--- src/rtl/addrreg_ctrl_pkg.sv ---
// addrreg_ctrl_pkg
// Shared definitions for the 16-bit address register controller and its
// requester models: op codes, controller state encoding and a helper that
// converts a cycle count into a down-counter preload value.
package addrreg_ctrl_pkg;

    // Requester op codes (OP0 / OP1)
    localparam logic [1:0] OP_ASSERT = 2'b00;
    localparam logic [1:0] OP_LOAD   = 2'b01;
    localparam logic [1:0] OP_INC    = 2'b10;
    localparam logic [1:0] OP_DEC    = 2'b11;

    typedef enum logic [2:0] {
        ST_IDLE   = 3'd0,
        ST_PULSE  = 3'd1,
        ST_LOAD   = 3'd2,
        ST_ASSERT = 3'd3,
        ST_SETTLE = 3'd4
    } state_t;

    // The timer counts down to zero, so an N-cycle state preloads N-1.
    function automatic logic [3:0] cyc_preload(input int unsigned n);
        return 4'(n - 1);
    endfunction

endpackage

--- src/rtl/addrreg_ctrl_rr_arb2.sv ---
// rr_arb2
// Two-way round-robin arbiter. Grant is combinational from the requests and
// the priority pointer; the pointer moves only when the owner strobes update,
// so a request that is not actually taken does not disturb fairness.
//
// Ports:
//   clk, rst_n  clock and asynchronous active-low reset
//   req0, req1  request inputs
//   update      pointer update strobe (grant accepted this cycle)
//   gnt         one-hot grant, bit 0 = requester 0, bit 1 = requester 1
module rr_arb2
    import addrreg_ctrl_pkg::*;
(
    input  logic       clk,
    input  logic       rst_n,
    input  logic       req0,
    input  logic       req1,
    input  logic       update,
    output logic [1:0] gnt
);

    // Set when requester 1 should win the next tie.
    logic favour1;

    always_comb begin
        gnt = 2'b00;
        if (req0 && req1) begin
            gnt = favour1 ? 2'b10 : 2'b01;
        end else if (req0) begin
            gnt = 2'b01;
        end else if (req1) begin
            gnt = 2'b10;
        end
    end

    always_ff @(posedge clk or negedge rst_n) begin
        if (!rst_n) begin
            favour1 <= 1'b0;
        end else if (update) begin
            // whoever just won loses the next tie
            favour1 <= gnt[0];
        end
    end

endmodule

--- src/rtl/addrreg_ctrl.sv ---
// addrreg_ctrl
// Sequencer and two-way arbiter for a 16-bit address register built from
// cascaded 74193 up/down counters with 74541 bus drivers. One transaction at a
// time; every control line is held for its programmed width and the counter
// ripple is given time to settle before the requester sees DONE.
//
// Ports:
//   CLK, RST_bar        clock, asynchronous active-low reset
//   REQ0/REQ1, OP0/OP1  requests and op codes (00 assert, 01 load, 10 inc, 11 dec)
//   GNT0/GNT1           high for the whole granted transaction
//   DONE0/DONE1         one-cycle completion strobe (last cycle of the grant)
//   ADDR_RST            register master reset, active high, follows RST_bar
//   ADDR_INC/ADDR_DEC   count-up/count-down clocks, idle high, count on rise
//   ADDR_LOAD_bar       parallel load, active low
//   ADDR_ASSERT_bar     bus output enable, active low
//   BUSY                high whenever the sequencer is not idle
//
// state     | meaning
// ----------+------------------------------------------------------------
// ST_IDLE   | lines idle, arbitrate on every edge
// ST_PULSE  | ADDR_INC or ADDR_DEC low; the release edge is the count
// ST_LOAD   | ADDR_LOAD_bar low; requester holds the bus value
// ST_ASSERT | ADDR_ASSERT_bar low; DONE on the last cycle, no settle
// ST_SETTLE | lines idle for ripple/propagation; DONE on the last cycle
module addrreg_ctrl
    import addrreg_ctrl_pkg::*;
#(
    parameter int unsigned PULSE_CYCLES  = 1,
    parameter int unsigned LOAD_CYCLES   = 1,
    parameter int unsigned ASSERT_CYCLES = 1,
    parameter int unsigned SETTLE_CYCLES = 2
) (
    input  logic       CLK,
    input  logic       RST_bar,
    input  logic       REQ0,
    input  logic       REQ1,
    input  logic [1:0] OP0,
    input  logic [1:0] OP1,
    output logic       GNT0,
    output logic       GNT1,
    output logic       DONE0,
    output logic       DONE1,
    output logic       ADDR_RST,
    output logic       ADDR_INC,
    output logic       ADDR_DEC,
    output logic       ADDR_LOAD_bar,
    output logic       ADDR_ASSERT_bar,
    output logic       BUSY
);

    localparam logic [3:0] PULSE_PRE  = cyc_preload(PULSE_CYCLES);
    localparam logic [3:0] LOAD_PRE   = cyc_preload(LOAD_CYCLES);
    localparam logic [3:0] ASSERT_PRE = cyc_preload(ASSERT_CYCLES);
    localparam logic [3:0] SETTLE_PRE = cyc_preload(SETTLE_CYCLES);

    state_t     state;
    logic [3:0] cnt;
    logic       sel1;        // transaction in flight belongs to requester 1
    logic [1:0] arb_gnt;
    logic       arb_update;
    logic [1:0] op_sel;

    // The register clears whenever the controller is in reset; a count line
    // snapping high at that moment is dominated by MR.
    assign ADDR_RST = ~RST_bar;

    assign arb_update = (state == ST_IDLE) && (arb_gnt != 2'b00);
    assign op_sel     = arb_gnt[1] ? OP1 : OP0;

    rr_arb2 u_arb (
        .clk    (CLK),
        .rst_n  (RST_bar),
        .req0   (REQ0),
        .req1   (REQ1),
        .update (arb_update),
        .gnt    (arb_gnt)
    );

    // Outputs are registered from the next state, so DONE is raised on the
    // edge that enters the final cycle of ASSERT or SETTLE.
    always_ff @(posedge CLK or negedge RST_bar) begin
        if (!RST_bar) begin
            state           <= ST_IDLE;
            cnt             <= 4'd0;
            sel1            <= 1'b0;
            GNT0            <= 1'b0;
            GNT1            <= 1'b0;
            DONE0           <= 1'b0;
            DONE1           <= 1'b0;
            ADDR_INC        <= 1'b1;
            ADDR_DEC        <= 1'b1;
            ADDR_LOAD_bar   <= 1'b1;
            ADDR_ASSERT_bar <= 1'b1;
            BUSY            <= 1'b0;
        end else begin
            DONE0 <= 1'b0;
            DONE1 <= 1'b0;
            case (state)
                ST_IDLE: begin
                    if (arb_update) begin
                        sel1 <= arb_gnt[1];
                        GNT0 <= arb_gnt[0];
                        GNT1 <= arb_gnt[1];
                        BUSY <= 1'b1;
                        case (op_sel)
                            OP_INC: begin
                                state    <= ST_PULSE;
                                cnt      <= PULSE_PRE;
                                ADDR_INC <= 1'b0;
                            end
                            OP_DEC: begin
                                state    <= ST_PULSE;
                                cnt      <= PULSE_PRE;
                                ADDR_DEC <= 1'b0;
                            end
                            OP_LOAD: begin
                                state         <= ST_LOAD;
                                cnt           <= LOAD_PRE;
                                ADDR_LOAD_bar <= 1'b0;
                            end
                            default: begin
                                state           <= ST_ASSERT;
                                cnt             <= ASSERT_PRE;
                                ADDR_ASSERT_bar <= 1'b0;
                                if (ASSERT_PRE == 4'd0) begin
                                    DONE0 <= arb_gnt[0];
                                    DONE1 <= arb_gnt[1];
                                end
                            end
                        endcase
                    end
                end

                ST_PULSE, ST_LOAD: begin
                    if (cnt == 4'd0) begin
                        state         <= ST_SETTLE;
                        cnt           <= SETTLE_PRE;
                        ADDR_INC      <= 1'b1;
                        ADDR_DEC      <= 1'b1;
                        ADDR_LOAD_bar <= 1'b1;
                        if (SETTLE_PRE == 4'd0) begin
                            DONE0 <= ~sel1;
                            DONE1 <= sel1;
                        end
                    end else begin
                        cnt <= cnt - 4'd1;
                    end
                end

                ST_ASSERT, ST_SETTLE: begin
                    if (cnt == 4'd0) begin
                        state           <= ST_IDLE;
                        GNT0            <= 1'b0;
                        GNT1            <= 1'b0;
                        ADDR_ASSERT_bar <= 1'b1;
                        BUSY            <= 1'b0;
                    end else begin
                        cnt <= cnt - 4'd1;
                        if (cnt == 4'd1) begin
                            DONE0 <= ~sel1;
                            DONE1 <= sel1;
                        end
                    end
                end

                default: begin
                    state           <= ST_IDLE;
                    GNT0            <= 1'b0;
                    GNT1            <= 1'b0;
                    ADDR_INC        <= 1'b1;
                    ADDR_DEC        <= 1'b1;
                    ADDR_LOAD_bar   <= 1'b1;
                    ADDR_ASSERT_bar <= 1'b1;
                    BUSY            <= 1'b0;
                end
            endcase
        end
    end

endmodule

--- config.mk ---
export PLATFORM = sky130hd
export DESIGN_NAME = addrreg_ctrl
export DESIGN_NICKNAME = d
export VERILOG_FILES = /design/src/rtl/addrreg_ctrl_pkg.sv /design/src/rtl/addrreg_ctrl_rr_arb2.sv /design/src/rtl/addrreg_ctrl.sv
export SDC_FILE = /design/constraint.sdc
export NUM_CORES = 1
export LEC_CHECK = 0
export CAP_MARGIN = 20
export CORE_ASPECT_RATIO = 0.7
export CORE_UTILIZATION = 45
export DETAILED_ROUTE_END_ITERATION = 10
export GPL_TIMING_DRIVEN = 0
export PLACE_DENSITY_LB_ADDON = 0.2
export SLEW_MARGIN = 25
export SYNTH_ARGS = -nofsm -noshare
export SYNTH_HDL_FRONTEND = slang
export SYNTH_SLANG_ARGS = --single-unit
--- constraint.sdc ---
create_clock -name CLK -period 1.85 [get_ports CLK]
set_input_delay 0.2775 -clock CLK [delete_from_list [all_inputs] [get_ports CLK]]
set_output_delay 0.2775 -clock CLK [all_outputs]
set_load 0.05 [all_outputs]
After elaboration in Yosys (flattened, before gate mapping)
Cells that the tools add are included.
{"block": "totals", "register_bits": 18, "latch_bits": 0, "mem_bits_rw": 0, "romBits": 0, "inputBits": 8, "output_inout_bits": 10, "wordCells": 96, "n_memories": 0}
{"block": "op_classes", "add_sub_neg": 1, "multipliers": 0, "n_div": 0, "order_cmp": 0, "n_eq_ne": 16, "shifts": 0, "muxes": 44, "n_bitwise": 4, "n_reduce_logical": 18}
{"op": "1-bit two-way mux", "count": 21}
{"op": "1-bit case mux with 3 select lines", "count": 7}
{"op": "4-bit AND reduction", "count": 4}
{"op": "4-bit two-way mux", "count": 3}
{"op": "4-bit case mux with 3 select lines", "count": 1}
{"op": "2-bit two-way mux", "count": 5}
{"op": "2-bit != test (second input constant)", "count": 5}
{"op": "3-bit two-way mux", "count": 3}
{"op": "3-bit case mux with 3 select lines", "count": 1}
{"op": "3-bit AND reduction", "count": 3}
{"op": "3-bit by 2-bit == test with 1-bit output (second input constant)", "count": 2}
{"op": "2-bit by 1-bit != test with 1-bit output (second input constant)", "count": 3}
{"op": "2-bit OR reduction", "count": 3}
{"op": "2-bit == test (second input constant)", "count": 2}
{"op": "4-bit by 1-bit == test with 1-bit output (second input constant)", "count": 1}
{"op": "4-bit zero test", "count": 1}
{"op": "1-bit NOT", "count": 4}
{"op": "1-bit case mux with 2 select lines", "count": 2}
{"op": "2-bit case mux with 2 select lines", "count": 1}
{"op": "4-bit by 1-bit subtractor with 4-bit output (second input constant)", "count": 1}
{"op": "3-bit by 1-bit == test with 1-bit output (second input constant)", "count": 1}
{"op": "3-bit == test (second input constant)", "count": 1}
{"op": "3-bit zero test", "count": 1}
{"op": "3-bit nonzero test", "count": 1}
{"op": "5 further kinds", "count": 6}

Longest topological paths before layout
{"block": "logic_depth", "word_depth": 9, "depth_mapped": 7, "ltp_nobuf": 7}

By module
Synthesis repeated with hierarchy kept, for this count alone.
{"block": "unflattened", "cells_unflattened": 107, "area_unflattened_um2": 985.9}
{"module": "addrreg_ctrl", "instances": 1, "cells_each": 102, "area_each_um2": 923.4, "seq_area_each_um2": 430.4}
{"module": "rr_arb2", "instances": 1, "cells_each": 5, "area_each_um2": 62.6, "seq_area_each_um2": 25.0}

Worst setup path after synthesis
OpenSTA, ideal clock, no wires.
{"block": "synth_timing", "path_kind": "register to register", "from": "reg cnt[0]", "to": "reg cnt[2]", "setup_ps": 126, "t_arrival_ps": 1870, "required_ps": 1724, "slack_ps": -146, "path_stages_with_launch": 8, "n_path_buf": 0, "period_less_slack_ps": 1996, "path_cell_list": "dfrtp_1 -> inv_1 -> ha_1 -> or3b_4 -> maj3_2 -> mux2_4 -> a21oi_2 -> o22ai_1"}
{"block": "synth_via", "elab_chain_len": 3, "word_cells_on_any_way": 7, "classes_between": "add/sub: 1; eq/ne: 1; mux: 3; reduce/logical: 2"}
{"element": "from (decl)", "line_no": "addrreg_ctrl.sv:57", "rtl": "logic [3:0] cnt;"}
{"element": "from (signal assigned)", "line_no": "addrreg_ctrl.sv:146", "rtl": "cnt <= cnt - 4'd1;"}
{"element": "from (signal assigned)", "line_no": "addrreg_ctrl.sv:158", "rtl": "cnt <= cnt - 4'd1;"}
{"element": "4-bit by 1-bit subtractor with 4-bit output or 4-bit zero test (tied branches)"}
{"element": "4-bit two-way mux, or another cell as far along", "line_no": "addrreg_ctrl.sv:151", "rtl": "if (cnt == 4'd0) begin"}
{"element": "4-bit case mux with 3 select lines or 3-bit AND reduction (tied branches)"}
Several ways; a longest one is shown, not always the timed one. The select of a mux whose other input is x is not followed.
A chain may end at the register's enable or synchronous reset.

Worst setup path after layout
{"block": "layout_timing", "from": "reg cnt[0]", "to": "reg cnt[3]"}
The elaborated chain is that of the path after synthesis.

==> metrics.md <==
| Metric | Value |
|---|---|
| Post-Place Worst Slack | -0.600 ns |
| Measured slew at the worst slew-check pin | 0.551 ns |
| Worst setup EP type | flop |
| Seq pwr share | 28.0% |
| Congestion Overflow GR | 0 |
| Non-filler cells, final | 156 |
| Clock skew | 0.00470 ns |
| Syn Area/Cell | 9.24 um2 |
| DRT antenna net count | 0 |
| Critical path arrival | 2.13 ns |
| DRT iter0 DRCs | 50 |
| N_diodes | 0 |
| Violated checks | negative setup slack |
| Post-synth top area share | 35.8% |
| Placed insts | 145 |
| Clk root buf | clkbuf_4 |
| Combinational share of power | 62.1% |
| Netlist cell types | 38 |
| I/O Buffers | 17 |
| Total track usage | 20.4% |
| Max Buffers Root-to-Sink | 2 |
| Worst R2R Start | cnt[0] |
| Largest cells by area after synthesis | dfrtp_1 36%, dfstp_2 11%, nor2_1 5.0% |
| Post-synthesis sequential area ratio | 46.5% |
| Switch Pwr | 1160 uW |
| Antenna violations before repair | 0 |
| Post-synth EDFFs | 0 |
| Num CTS Buffers | 3 |
| Pint | 1320 uW |
| Initial Utilization | 50.2% |
| Unrepaired setup endpoints after global routing | yes |
| Total Nets Final | 145 |
| Met1 usage | 26.5% |
| Synth warn | 0 |
| Post-Syn Instances | 106 |
| Sw Share | 46.6% |
| FF+latch count, synth | 18 |
| Total power | 2480 uW |
| Crit-path max FO | 3 |
| Clock Power Share | 9.9% |
| Post-DP HPWL | 1590 um |
| Syn nets | 116 |
| Number of global-route vias before repair | 710 |
| DP Area | 1190 um2 |
| First-pass GRT wire length | 3400 um |
| Hold Crit Class | in2async |
| Pleak | 0.000578 uW |
| Final setup viols | 4 |
| Clock latency on the worst-skew pair | 0.30 ns |
| DR pass1 iterations | 4 |
| Period utilization | 106% |
| Die height | 41.0 um |
| Worst Path Required | 2.02 ns |
| H-tree depth | 1 |
| Setup WS post-layout | -0.109 ns |
| Max VDD drop | 0.00104 V |
| Design Area, Final | 1300 um2 |
| Vias per cell | 5.71 |
| Critical path class | reg2reg |
| Worst Setup Start Kind | flop |
| Row count | 13 |
| Final Max Tran Viols | 0 |
| Tmin final | 1.96 ns |
| Met2 capacity usage during global routing | 33.7% |
| Vias | 890 |
| Largest net degree at the start of global routing | 20 |
| PD cells | 1910 nW/um2 |
| Layout fillers | 166 |
| Final Hold Fails | 0 |
| Die Area | 2370 um2 |
| Top_reg_cell synth | dfrtp_1 |
| Achievable frequency | 0.510 GHz |
| CTS Sinks | 18 |
| Drt wl/cell | 14.1 um |
| Drc violations | 0 |
| M3 GR Usage | 6.62% |
| Status | finished, violations left |
| DRT Wirelength | 2200 um |
| TritonCTS clock tree | done |
| RePlAce Congestion | 0.802 |
| Worst flop-to-flop path endpoint | cnt[3] |
| FFs w/ async S/R, synth | 100% |
| FF-to-FF setup slack | -0.11 ns |
| Worst r2r path cells | 7 |
| Most used routing layer | met2 |
| Total I/O pin count | 18 |
| Clk slew on worst S/H paths | 0.10 ns |
| Share of cells above drive strength 1 | 23.9% |
| Relative slew slack | 63.2% |
| Area growth syn-to-layout | 32.4% |
| Max cap viols | 0 |
| Final core utilization | 66.5% |
| Post-synth top area cell | dfrtp_1 |
| Die width | 57.8 um |
| Core area | 1950 um2 |
| Synthesized cell area | 980 um2 |
cells in the mapped netlist (all sizes together), types with 2 or more instances:
library cell,number
o21ai,7
a21oi,6
a32oi,2
mux2i,4
inv,7
clkbuf,2
dfstp,4
nand2,12
nor2,13
ha,2
o22ai,3
nand3,6
dfrtp,14
nor2b,2
cell families (layout without fill, tap and decap cells):
kind of cell	after synthesis	count (layout)	synth area share, %
buffers and inverters	10	38	3.96
and+or+nand+nor	41	41	20.3
DFF	18	18	46.5
adders and majority gates	3	3	3.70
AOI/OAI and AO/OA	28	28	19.0
muxes	5	5	5.62
xor gates and xnor gates	1	1	0.894
worst max path at each step:
stage	from	end	slack, ns
floorplan	cnt[0]	cnt[2]	-0.05
detailed placement	RST_bar	ADDR_RST	-0.60
finish	cnt[0]	cnt[3]	-0.11
global placement	RST_bar	ADDR_RST	-0.58
CTS	cnt[0]	cnt[2]	-0.1
global route	cnt[0]	cnt[2]	-0.17
sequential cells by signal (all words and copies together), names as in the netlist:
| register | flops |
|---|---|
| DONE1 | 1 |
| sel1 | 1 |
| BUSY | 1 |
| ADDR_DEC | 1 |
| GNT0 | 1 |
| ADDR_ASSERT_bar | 1 |
| u_arb.favour1 | 1 |
| cnt | 4 |
| ADDR_INC | 1 |
| state | 3 |
| ADDR_LOAD_bar | 1 |
| GNT1 | 1 |
| DONE0 | 1 |
area by class of cell:
type                       count  area [um2]  area share (%)
buffer                         3        12.5           0.964
clock buffer                   4        36.3            2.80
sequential                    18         455            35.1
multi-input combinational     78         522            40.2
timing repair buffer          24         218            16.8
tap                           22        27.5            2.12
inverter                       7        26.3            2.03
repair_timing:
action,4_1_cts,5_1_grt
setup endpoints to repair,10,14
resized for setup,8,9
pin swaps,1,1
buffers inserted,5,2
hold buffers,0,0
layout by cell type (no fill, tap or decap), types with 2 or more instances in the layout:
cell type and instances:
buf_4 7, nand3_1 6, clkbuf_4 3, o22ai_1 3, dfstp_2 4, a21oi_1 5
o21ai_2 3, a32oi_1 2, dfrtp_1 14, clkbuf_1 2, clkdlybuf4s50_1 11, mux2i_1 4
inv_2 2, nand2_1 11, o21ai_0 3, nor2b_1 2, inv_1 5, nor2_1 13
dlygate4sd2_1 5
per-stage QoR:
stage	setup TNS [ns]	hold slack [ns]
3_3_place_gp	-2.11	0.463
5_1_grt	-0.694	0.0300
3_5_place_dp	-2.50	0.470
6_report	-0.242	0.00740
2_1_floorplan	-0.0975	-0.0181
4_1_cts	-0.317	0.0196
critical path, stage by stage (launching register included):
cell and delay (ns):
dfrtp_1 0.41, inv_2 0.09, ha_4 0.14, or3b_4 0.38
maj3_2 0.31, mux2_4 0.31, nand3_1 0.09, o311ai_1 0.11
power groups by stage:
| stage | registers [uW] | clock network (uW) | logic [uW] |
|---|---|---|---|
| 2_1_floorplan | 958 | 0 | 751 |
| 3_3_place_gp | 696 | 0 | 1330 |
| 3_5_place_dp | 707 | 0 | 1360 |
| 4_1_cts | 692 | 253 | 1420 |
| 5_1_grt | 714 | 268 | 1650 |
| 6_report | 694 | 245 | 1540 |
metal layers:
layer | share of wire (%) | wire, um
met1 | 48 | 1050
met2 | 45 | 996
met3 | 5.6 | 123
met4 | 1.2 | 27
met5 | 0 | 0
Power figures use the tool's default switching activity.
